File: src/rtl/rr_arbiter16_pkg.sv
// Shared definitions for the 16-way round-robin arbiter.
// Holds the FSM state encoding, the requester count/index width and the
// default maximum grant length used by rr_arbiter16.
package rr_arbiter16_pkg;

  localparam int N_REQ            = 16;
  localparam int IDX_W            = 4;
  localparam int HOLD_MAX_DEFAULT = 15;

  typedef enum logic {
    ST_IDLE  = 1'b0,
    ST_GRANT = 1'b1
  } state_t;

endpackage

File: src/rtl/rr_arbiter16_dec4to16.sv
// 4-to-16 one-hot decoder with enable.
// Ports:
//   idx    - binary index to decode
//   en     - when low the output is all-zero
//   onehot - one-hot decode of idx, gated by en
module dec4to16
  import rr_arbiter16_pkg::*;
(
  input  logic [IDX_W-1:0] idx,
  input  logic             en,
  output logic [N_REQ-1:0] onehot
);

  generate
    for (genvar gi = 0; gi < N_REQ; gi++) begin : g_bit
      assign onehot[gi] = en && (idx == IDX_W'(gi));
    end
  endgenerate

endmodule

File: src/rtl/rr_arbiter16.sv
// 16-requester round-robin arbiter with bounded grant length.
// An IDLE cycle arbitrates among the requests (circular scan from ptr),
// the winner holds the grant until it pulses done, drops its request, or
// has held it for HOLD_MAX cycles (forced release, flagged by timeout).
// Ports:
//   clk       - clock, rising edge
//   rst_n     - asynchronous active-low reset
//   req       - request vector, bit i = requester i
//   done      - release pulse from the current grantee
//   gnt       - one-hot grant vector (zero when no grant)
//   gnt_idx   - binary index of the grantee (zero when no grant)
//   gnt_valid - high while a grant is held
//   timeout   - one-cycle pulse after a forced release
module rr_arbiter16
  import rr_arbiter16_pkg::*;
#(
  parameter int HOLD_MAX = HOLD_MAX_DEFAULT,
  parameter int CNT_W    = 8
) (
  input  logic             clk,
  input  logic             rst_n,
  input  logic [N_REQ-1:0] req,
  input  logic             done,
  output logic [N_REQ-1:0] gnt,
  output logic [IDX_W-1:0] gnt_idx,
  output logic             gnt_valid,
  output logic             timeout
);

  state_t             state_reg, state_next;
  logic [IDX_W-1:0]   ptr_reg, ptr_next;
  logic [CNT_W-1:0]   cnt_reg, cnt_next;
  logic [IDX_W-1:0]   idx_reg, idx_next;
  logic               timeout_reg, timeout_next;

  logic [IDX_W-1:0]   pick_idx;
  logic [IDX_W-1:0]   cand;
  logic               hold_expired;
  logic               grant_release;

  // Circular priority search: scan offsets from highest to lowest so the
  // requester closest to ptr (smallest offset) is the last writer and wins.
  always_comb begin
    pick_idx = '0;
    cand     = '0;
    for (int k = N_REQ - 1; k >= 0; k--) begin
      cand = ptr_reg + IDX_W'(k);
      if (req[cand]) begin
        pick_idx = cand;
      end
    end
  end

  assign hold_expired  = (cnt_reg == CNT_W'(HOLD_MAX - 1));
  assign grant_release = done || !req[idx_reg] || hold_expired;

  always_comb begin
    state_next   = state_reg;
    ptr_next     = ptr_reg;
    cnt_next     = cnt_reg;
    idx_next     = idx_reg;
    timeout_next = 1'b0;
    case (state_reg)
      ST_IDLE: begin
        if (req != '0) begin
          idx_next   = pick_idx;
          cnt_next   = '0;
          state_next = ST_GRANT;
        end
      end
      ST_GRANT: begin
        if (grant_release) begin
          state_next   = ST_IDLE;
          idx_next     = '0;
          cnt_next     = '0;
          ptr_next     = idx_reg + IDX_W'(1);
          // Only a pure hold-limit release counts as a timeout.
          timeout_next = hold_expired && !done && req[idx_reg];
        end else begin
          cnt_next = cnt_reg + CNT_W'(1);
        end
      end
      default: begin
        state_next = ST_IDLE;
      end
    endcase
  end

  always_ff @(posedge clk or negedge rst_n) begin
    if (!rst_n) begin
      state_reg   <= ST_IDLE;
      ptr_reg     <= '0;
      cnt_reg     <= '0;
      idx_reg     <= '0;
      timeout_reg <= 1'b0;
    end else begin
      state_reg   <= state_next;
      ptr_reg     <= ptr_next;
      cnt_reg     <= cnt_next;
      idx_reg     <= idx_next;
      timeout_reg <= timeout_next;
    end
  end

  assign gnt_valid = (state_reg == ST_GRANT);
  assign gnt_idx   = idx_reg;
  assign timeout   = timeout_reg;

  dec4to16 u_dec (
    .idx    (idx_reg),
    .en     (gnt_valid),
    .onehot (gnt)
  );

endmodule
File: config.mk
export PLATFORM = sky130hd
export DESIGN_NAME = rr_arbiter16
export DESIGN_NICKNAME = d
export VERILOG_FILES = /design/src/rtl/rr_arbiter16_pkg.sv /design/src/rtl/rr_arbiter16_dec4to16.sv /design/src/rtl/rr_arbiter16.sv
export SDC_FILE = /design/constraint.sdc
export NUM_CORES = 1
export LEC_CHECK = 0
export CORE_MARGIN = 2
export CORE_UTILIZATION = 55
export CTS_BUF_LIST = sky130_fd_sc_hd__clkbuf_4
export DETAILED_ROUTE_END_ITERATION = 12
export GPL_TIMING_DRIVEN = 0
export PLACE_DENSITY = 0.78
export SLEW_MARGIN = 15
export SYNTH_ARGS = -nofsm -noshare
export SYNTH_HDL_FRONTEND = slang
export SYNTH_SLANG_ARGS = --single-unit
File: constraint.sdc
create_clock -name clk -period 4.3 [get_ports clk]
set_input_delay 1.075 -clock clk [delete_from_list [all_inputs] [get_ports clk]]
set_output_delay 1.075 -clock clk [all_outputs]
set_load 0.02 [all_outputs]
# Yosys cells after proc, flatten, opt, wreduce, memory -nomap -nowiden
# Index checks and enable logic that the tools add are counted.
# Widths: inputs -> output; s select.
# totals
ff_bits,18
inputBits,19
output_inout_bits,22
elab_cells,145
# classes
n_addsub,17
order_cmp,17
eq_ne,18
mux,61
bitwise,1
reduce_logical,26
# op_table
operator,n
$lt 4x5->1 const B,17
$mux 4,18
$bmux 1 s4,17
$add 4x4->4 const B,8
$eq 4x4->1 const B,8
$mux 1,21
$logic_and 1x1->1,18
$add 4x3->4 const B,4
$eq 4x3->1 const B,4
$mux 8,2
$pmux 8 s2,1
$reduce_bool 16->1,1
$add 4x1->4 const B,2
$add 4x2->4 const B,2
$add 8x1->8 const B,1
$eq 4x2->1 const B,2
$eq 8x4->1 const B,1
$pmux 4 s2,1
$eq 4x1->1 const B,1
$logic_not 4->1,1
$reduce_and 2->1,2
$logic_not 1->1,2
$logic_or 1x1->1,2
$ne 2x1->1 const B,1
other kinds (3),3

# Depth between registers and ports, before layout
# Gate-level depths: netlist of the first run.
# logic_depth
depth_word,21
depth_mapped,13
mapped_depth_nobuf,9

# Modules after synthesis
# From an unflattened synthesis of the first run, not the netlist that was laid out.
# unflattened
hier_cells,370
hier_area_um2,3410.8
# by_module_without_submodules
mod,n_inst,cells_per_inst,area_per_inst_um2,seq_area_each_um2
rr_arbiter16,1,347,3293.2,450.4
dec4to16,1,23,117.6,0.0

# Worst setup path before layout of the first run
# No wires, ideal clock.
# synth_path
path_kind,flip-flop to flip-flop
from,reg ptr_reg[1]
to,reg idx_reg[1] (netlist: gnt_idx[1])
setup_ns,0.137
t_arrival_ns,3.085
required_time_ns,4.163
path_slack_ns,1.078
path_stages_with_launch,13
path_buffers,3
period_less_slack_ns,3.222
path_cell_list,dfrtp_1 -> buf_6 -> buf_6 -> buf_2 -> inv_1 -> ha_1 -> a21boi_1 -> xnor2_1 -> mux4_2 -> a221oi_2 -> a211oi_1 -> o311ai_1 -> o221ai_1
# synth_via
elab_chain_cells,21
elab_cells_between_ends,65
classes_between,add/sub (15); mux (50)
# synth_rtl
item,line_no,source
"start, declared",rr_arbiter16.sv:31,"logic [IDX_W-1:0] ptr_reg, ptr_next;"
"start signal, assigned",rr_arbiter16.sv:98,ptr_reg <= ptr_next;
$add 4x4->4,rr_arbiter16.sv:47,cand = ptr_reg + IDX_W'(k);
$bmux 1 s4,rr_arbiter16.sv:48,if (req[cand]) begin
$mux 1 (not written as such),rr_arbiter16.sv:48,
$mux 4 (15 in a row),rr_arbiter16.sv:48,
$mux 4 (*),rr_arbiter16.sv:48,
$mux 4 (*),rr_arbiter16.sv:65,if (req != '0) begin
$pmux 4 s2 (*),rr_arbiter16.sv:63,case (state_reg)
"end signal, assigned",rr_arbiter16.sv:100,idx_reg <= idx_next;
"end, declared",rr_arbiter16.sv:33,"logic [IDX_W-1:0] idx_reg, idx_next;"
# Mark *: on every way between the ends. The rest lies on a longest branch, timed or not. The select of a mux whose other input is x is not followed.
# A chain may end at the register's enable or synchronous reset.

# Worst setup path in the final report of the first run
# layout_path
from,reg ptr_reg[1]
to,reg idx_reg[2] (netlist: gnt_idx[2])
# Same word-level chain as after synthesis.

==> results of run 1 <==
## final timing paths
path                                    to  slack, ps  depth (start not counted)
worst max-delay path            gnt_idx[2]        180                         13
worst min-delay path            cnt_reg[3]        500                          1
worst max register to register  gnt_idx[2]        180                         13
worst min register to register  cnt_reg[3]        500                          1
max in group asynchronous       cnt_reg[0]       2550                          1
min in group asynchronous       ptr_reg[2]       1230                          1
## what timing repair did
action                     in CTS  in global routing
setup endpoints to repair       0                  2
hold buffers                    0                  0
hold endpoints to repair        0                  0
resized for setup               0                  2
setup buffers                   0                  0
## layer usage
metal | track usage | up-vias
li1 | - | 1668
met1 | 0.4301 | 1869
met2 | 0.5098 | 274
met3 | 0.05238 | 45
met4 | 0.1207 | 0
met5 | 0 | -
## logic make-up (layout without fill, tap and decap cells)
group           count (synthesis)  in the layout  share of synthesized area
fa+ha+maj                      13             13                    0.04349
buf+inv                        63            107                    0.07929
xor+xnor                       15             15                    0.03513
compound gates                 97             97                     0.1797
simple gates                  119            119                     0.1576
mux                            85             85                     0.3844
flops                          18             18                     0.1204
## through the flow
step | setup slack (ps) | cells | utilization | hold WS, ps
after floorplan | 1078 | 410 | - | 437.1
after global placement | 298.8 | 530 | 0.6346 | 456.3
after detailed placement | 256.3 | 530 | 0.6346 | 484.8
after CTS | 244.8 | 534 | 0.6386 | 500.5
after global routing | 11.02 | 534 | 0.6403 | 525.8
final | 184.1 | 534 | 0.6403 | 497.9
## critical path, cell delays in order, from the launching register on
cell       delay [ps]
dfrtp_1           450
buf_6             160
buf_6             180
buf_2             270
inv_1             270
ha_1              400
buf_2             280
clkinv_1          370
nor3_1            330
a22o_1            300
nor2_1            120
a2111oi_0         530
a211oi_1          200
o21ai_1           160
## layout make-up
type	count	area (um^2)
sequential	18	450.4
clock inverter	1	3.754
multi-input combinational	329	3004
buffer	33	181.4
fill	561	2404
tap	80	100.1
timing repair buffer	40	400.4
inverter	30	115.1
clock buffer	3	22.52
## cell usage in the layout, fill, tap and decap left out, drive strengths merged, types with 4 or more instances in the layout
master	count
a211oi	5
a21oi	19
a221oi	6
and2	4
buf	16
clkbuf	20
clkdlybuf4s50	40
dfrtp	18
ha	13
inv	28
mux2	16
mux2i	24
mux4	45
nand2	34
nand2b	6
nand3	7
nand4	5
nor2	33
nor3	6
nor4	7
o21ai	22
o221ai	4
o31ai	6
xnor2	7
xor2	8
==> out/metrics.yaml, run 1 <==
status: "complete, no violations"
startpoint: "ptr_reg[1]"
synth_area_leaders: "mux4_2 27%, dfrtp_1 12%, mux2i_1 6.2%"
coreArea_um2: 6681
yosysSeqAreaShare: 0.1204
via_per_inst: 7.221
rows: 30
drv_slew: 0
dr_total_vias: 3856
cp.arrival_ps: 4350
cts_tree: "done"
grt_max_degree: 19
drive_above_1_share: 0.1938
ys_ff_latch: 18
yosysMostFrequentCell: "mux4_2"
cts-root-buf: "clkbuf_4"
clock-sinks: 18
numCtsBuffers: 3
synth_area_leader_cell: "mux4_2"
antenna_found_initial: 0
fin_crit_sh: 0.9572
crit_fanout: 10
track_usage: 0.3166
dr.pass1.iters: 5
timing.final.crit_period_ps: 4116
holdCritStartpoint: "cnt_reg[3]"
worst_pin_slew_ps: 830.9
wl_met3_um: 1119
die-area_um2: 7475
critPathKind: "flip-flop to flip-flop"
hpwlAfterDp_um: 9034
synth_edf_count: 0
place.gp.congestion: 1.032
top_layer_used: "met4"
grt.overflow.total: 0
syn_area_um2: 3740
syn_nets: 442
r2r-start: "ptr_reg[1]"
m1WireLength_um: 4686
detail_route.wl_per_cell_um: 21.87
tns_ps: 0
wl_met2_um: 5487
fmax_mhz: 243.0
postSynthAreaPerCell_um2: 9.122
drv_cap: 0
clockBufferDepth: 2
syn_inst: 410
end_kind: "flip-flop"
grt_pass1_vias: 3609
chipHeight_um: 86.46
drc: 0
rsz0062_at_grt: "no"
netlist.area_leader.share: 0.2710
die_w_um: 86.46
ys_top_cells_by_count: "45 x mux4_2, 34 x nand2_1, 32 x nor2_1"
grt_pass1_wl_um: 18670
async_flop_share: 1.000
numPortBuffers: 40
htree_levels: 1
diodes: 0
ios: 41
start_util: 0.5597
maxSlewHeadroom: 0.4443
cp.required_ps: 4530
start_kind: "flip-flop"
largest_register_ffs: 8
ant_nets: 0
synth_ff_type: "dfrtp_1"
skew_ps: 6.933
drt_iter0_markers: 474
finalSetupViolCount: 0
hold_viol: 0
insertion_delay_ps: 300
placed_area_um2: 4240
hold_path.class: "flip-flop to flip-flop"
syn_to_final_growth_pct: 14.39
postLayoutCellArea_um2: 4278
synth.distinct_cells: 68
nets: 487
clk_pin_slew_ps: 120
yosys_warnings: 0
routed_wl_um: 11680
Power of run 1 is not shown: default switching activity piles up to over one toggle a cycle in this logic, so the estimate is an artifact.
==> inputs of run 2 (changes only) <==
CORE_UTILIZATION = 52   (was 55)
PLACE_DENSITY = 0.74   (was 0.78)
==> run 2 against run 1 <==
Effect of this change: sequential share of layout area is essentially flat; utilization is 1.5 points lower; final cell count increased by 3.0%; critical path depth fell by 2; sequential cell count stayed put; non-clock buffer count stayed put; worst setup slack got worse by 20 ps; first-iteration DRC count fell by 8.4%; clock skew fell by 5.9 ps.
==> out/metrics.yaml, run 2 (synthesized netlist as in run 1, its figures left out) <==
rows: 30  # unchanged
status: "complete, no violations"
place.gp.congestion: 1.001  # -2.9%
tns_ps: 0  # unchanged
numCtsBuffers: 3  # unchanged
rsz0062_at_grt: "no"
detail_route.wl_per_cell_um: 20.71  # -5.3%
layout_commonest_cell: "mux4_2"
fmax_mhz: 241.8  # -0.49%
htree_levels: 1  # unchanged
timing.final.crit_period_ps: 4136  # +20.39 ps
cp.arrival_ps: 4300  # -50 ps
hold_path_end: "cnt_reg[3]"
postCtsHoldBufs: 0  # unchanged
dr_total_vias: 3763  # -2.4%
routed_wl_um: 11390  # -2.5%
drv_cap: 0  # unchanged
chipHeight_um: 88.81  # +2.7%
grt_pass1_vias: 3551  # -1.6%
hold_path.class: "flip-flop to flip-flop"
nets: 487  # unchanged
syn_to_final_growth_pct: 14.82
regToRegSetupSlack_ps: 160  # -20 ps
clock-sinks: 18  # unchanged
skew_ps: 1.077  # -5.856 ps
hold_depth: 1  # unchanged
final_cell_mix: "45 x mux4_2, 40 x clkdlybuf4s50_1, 34 x nand2_1"
worst_pin_slew_ps: 824.0  # -6.913 ps
drt_iter0_markers: 434  # -8.4%
drv_slew: 0  # unchanged
dr.pass1.iters: 5  # unchanged
antenna_found_initial: 0  # unchanged
start_kind: "flip-flop"
die-area_um2: 7886  # +5.5%
via_per_inst: 6.842  # -5.3%
hold_viol: 0  # unchanged
drc: 0  # unchanged
cp.required_ps: 4470  # -60 ps
start_util: 0.5444  # -0.01529
clockBufferDepth: 2  # unchanged
numPortBuffers: 40  # unchanged
grt.overflow.total: 0  # unchanged
largest_register_ffs: 8  # unchanged
coreArea_um2: 6869  # +2.8%
grt_max_degree: 19  # unchanged
drive_above_1_share: 0.1938  # unchanged
reg2reg_depth: 11  # -2
finalSetupViolCount: 0  # unchanged
r2r-start: "ptr_reg[2]"
hpwlAfterDp_um: 8964  # -0.77%
insertion_delay_ps: 300  # about the same
track_usage: 0.3015  # -0.01502
r2r-end: "gnt_idx[1]"
fin_crit_sh: 0.9619  # +0.004743
diodes: 0  # unchanged
critPathKind: "flip-flop to flip-flop"
crit_fanout: 10  # unchanged
die_w_um: 88.81  # +2.7%
ant_nets: 0  # unchanged
end_kind: "flip-flop"
grt_pass1_wl_um: 18420  # -1.3%
cts_tree: "done"
maxSlewHeadroom: 0.4490  # +0.004623
ios: 41  # unchanged
cts-root-buf: "clkbuf_4"
holdCritStartpoint: "cnt_reg[3]"
clk_pin_slew_ps: 110  # about the same
num-fill-cells: 588  # +4.8%
[run 2: worst max path at each step]
stage | startpoint | to | slack (ps) | cells past startpoint
finish | ptr_reg[2] | gnt_idx[1] | 160 | 11
global route | ptr_reg[1] | gnt_idx[1] | 30 | 13
CTS | ptr_reg[1] | gnt_idx[1] | 220 | 13
detailed placement | ptr_reg[1] | gnt_idx[1] | 280 | 13
global placement | ptr_reg[1] | gnt_idx[1] | 200 | 13
floorplan | ptr_reg[1] | gnt_idx[1] | 1080 | 12
[run 2: cell type report]
cell class / count / area [um^2] / area share
multi-input cells: 329 / 2997 / 0.6978
flip-flops and latches: 18 / 450.4 / 0.1049
repair buffers: 40 / 400.4 / 0.09324
plain buffers: 33 / 181.4 / 0.04225
well taps: 96 / 120.1 / 0.02797
inverters: 30 / 118.9 / 0.02768
clock buffers: 3 / 22.52 / 0.005245
clock inverters: 1 / 3.754 / 0.0008741
[run 2: per-stage QoR]
stage / worst slack [ps] / utilization / instances / hold slack (ps) / cell area (um^2)
after global routing: 30.94 / 0.6251 / 550 / 552.2 / 4294
after CTS: 218.7 / 0.6240 / 550 / 499.8 / 4287
after global placement: 200.4 / 0.6202 / 546 / 455.5 / 4260
after detailed placement: 277.7 / 0.6202 / 546 / 484.2 / 4260
final: 163.7 / 0.6251 / 550 / 494.2 / 4294
after floorplan: 1078 / - / 410 / 437.1 / 3740
[run 2: routing by layer]
| metal | global-route usage | wire [um] | vias to the layer above |
|---|---|---|---|
| li1 | - | - | 1673 |
| met1 | 0.4305 | 4978 | 1869 |
| met5 | 0 | 0 | - |
| met3 | 0.02705 | 716 | 29 |
| met4 | 0.08402 | 298 | 0 |
| met2 | 0.4919 | 5397 | 192 |
[run 2: what timing repair did]
item | in CTS | in global routing
setup buffers | 0 | 0
setup endpoints to repair | 0 | 1
gates resized for setup | 0 | 2
[run 2: critical path, cell delays in order (launching register included)]
cell and delay, ps:
dfrtp_1 390, buf_2 270, buf_2 300, clkinv_1 380, ha_1 390, a21boi_1 180
xnor2_1 560, mux4_2 640, a221oi_2 240, a211oi_1 80, o311ai_1 390, o221ai_1 180
Power of run 2 is left out for the same reason.
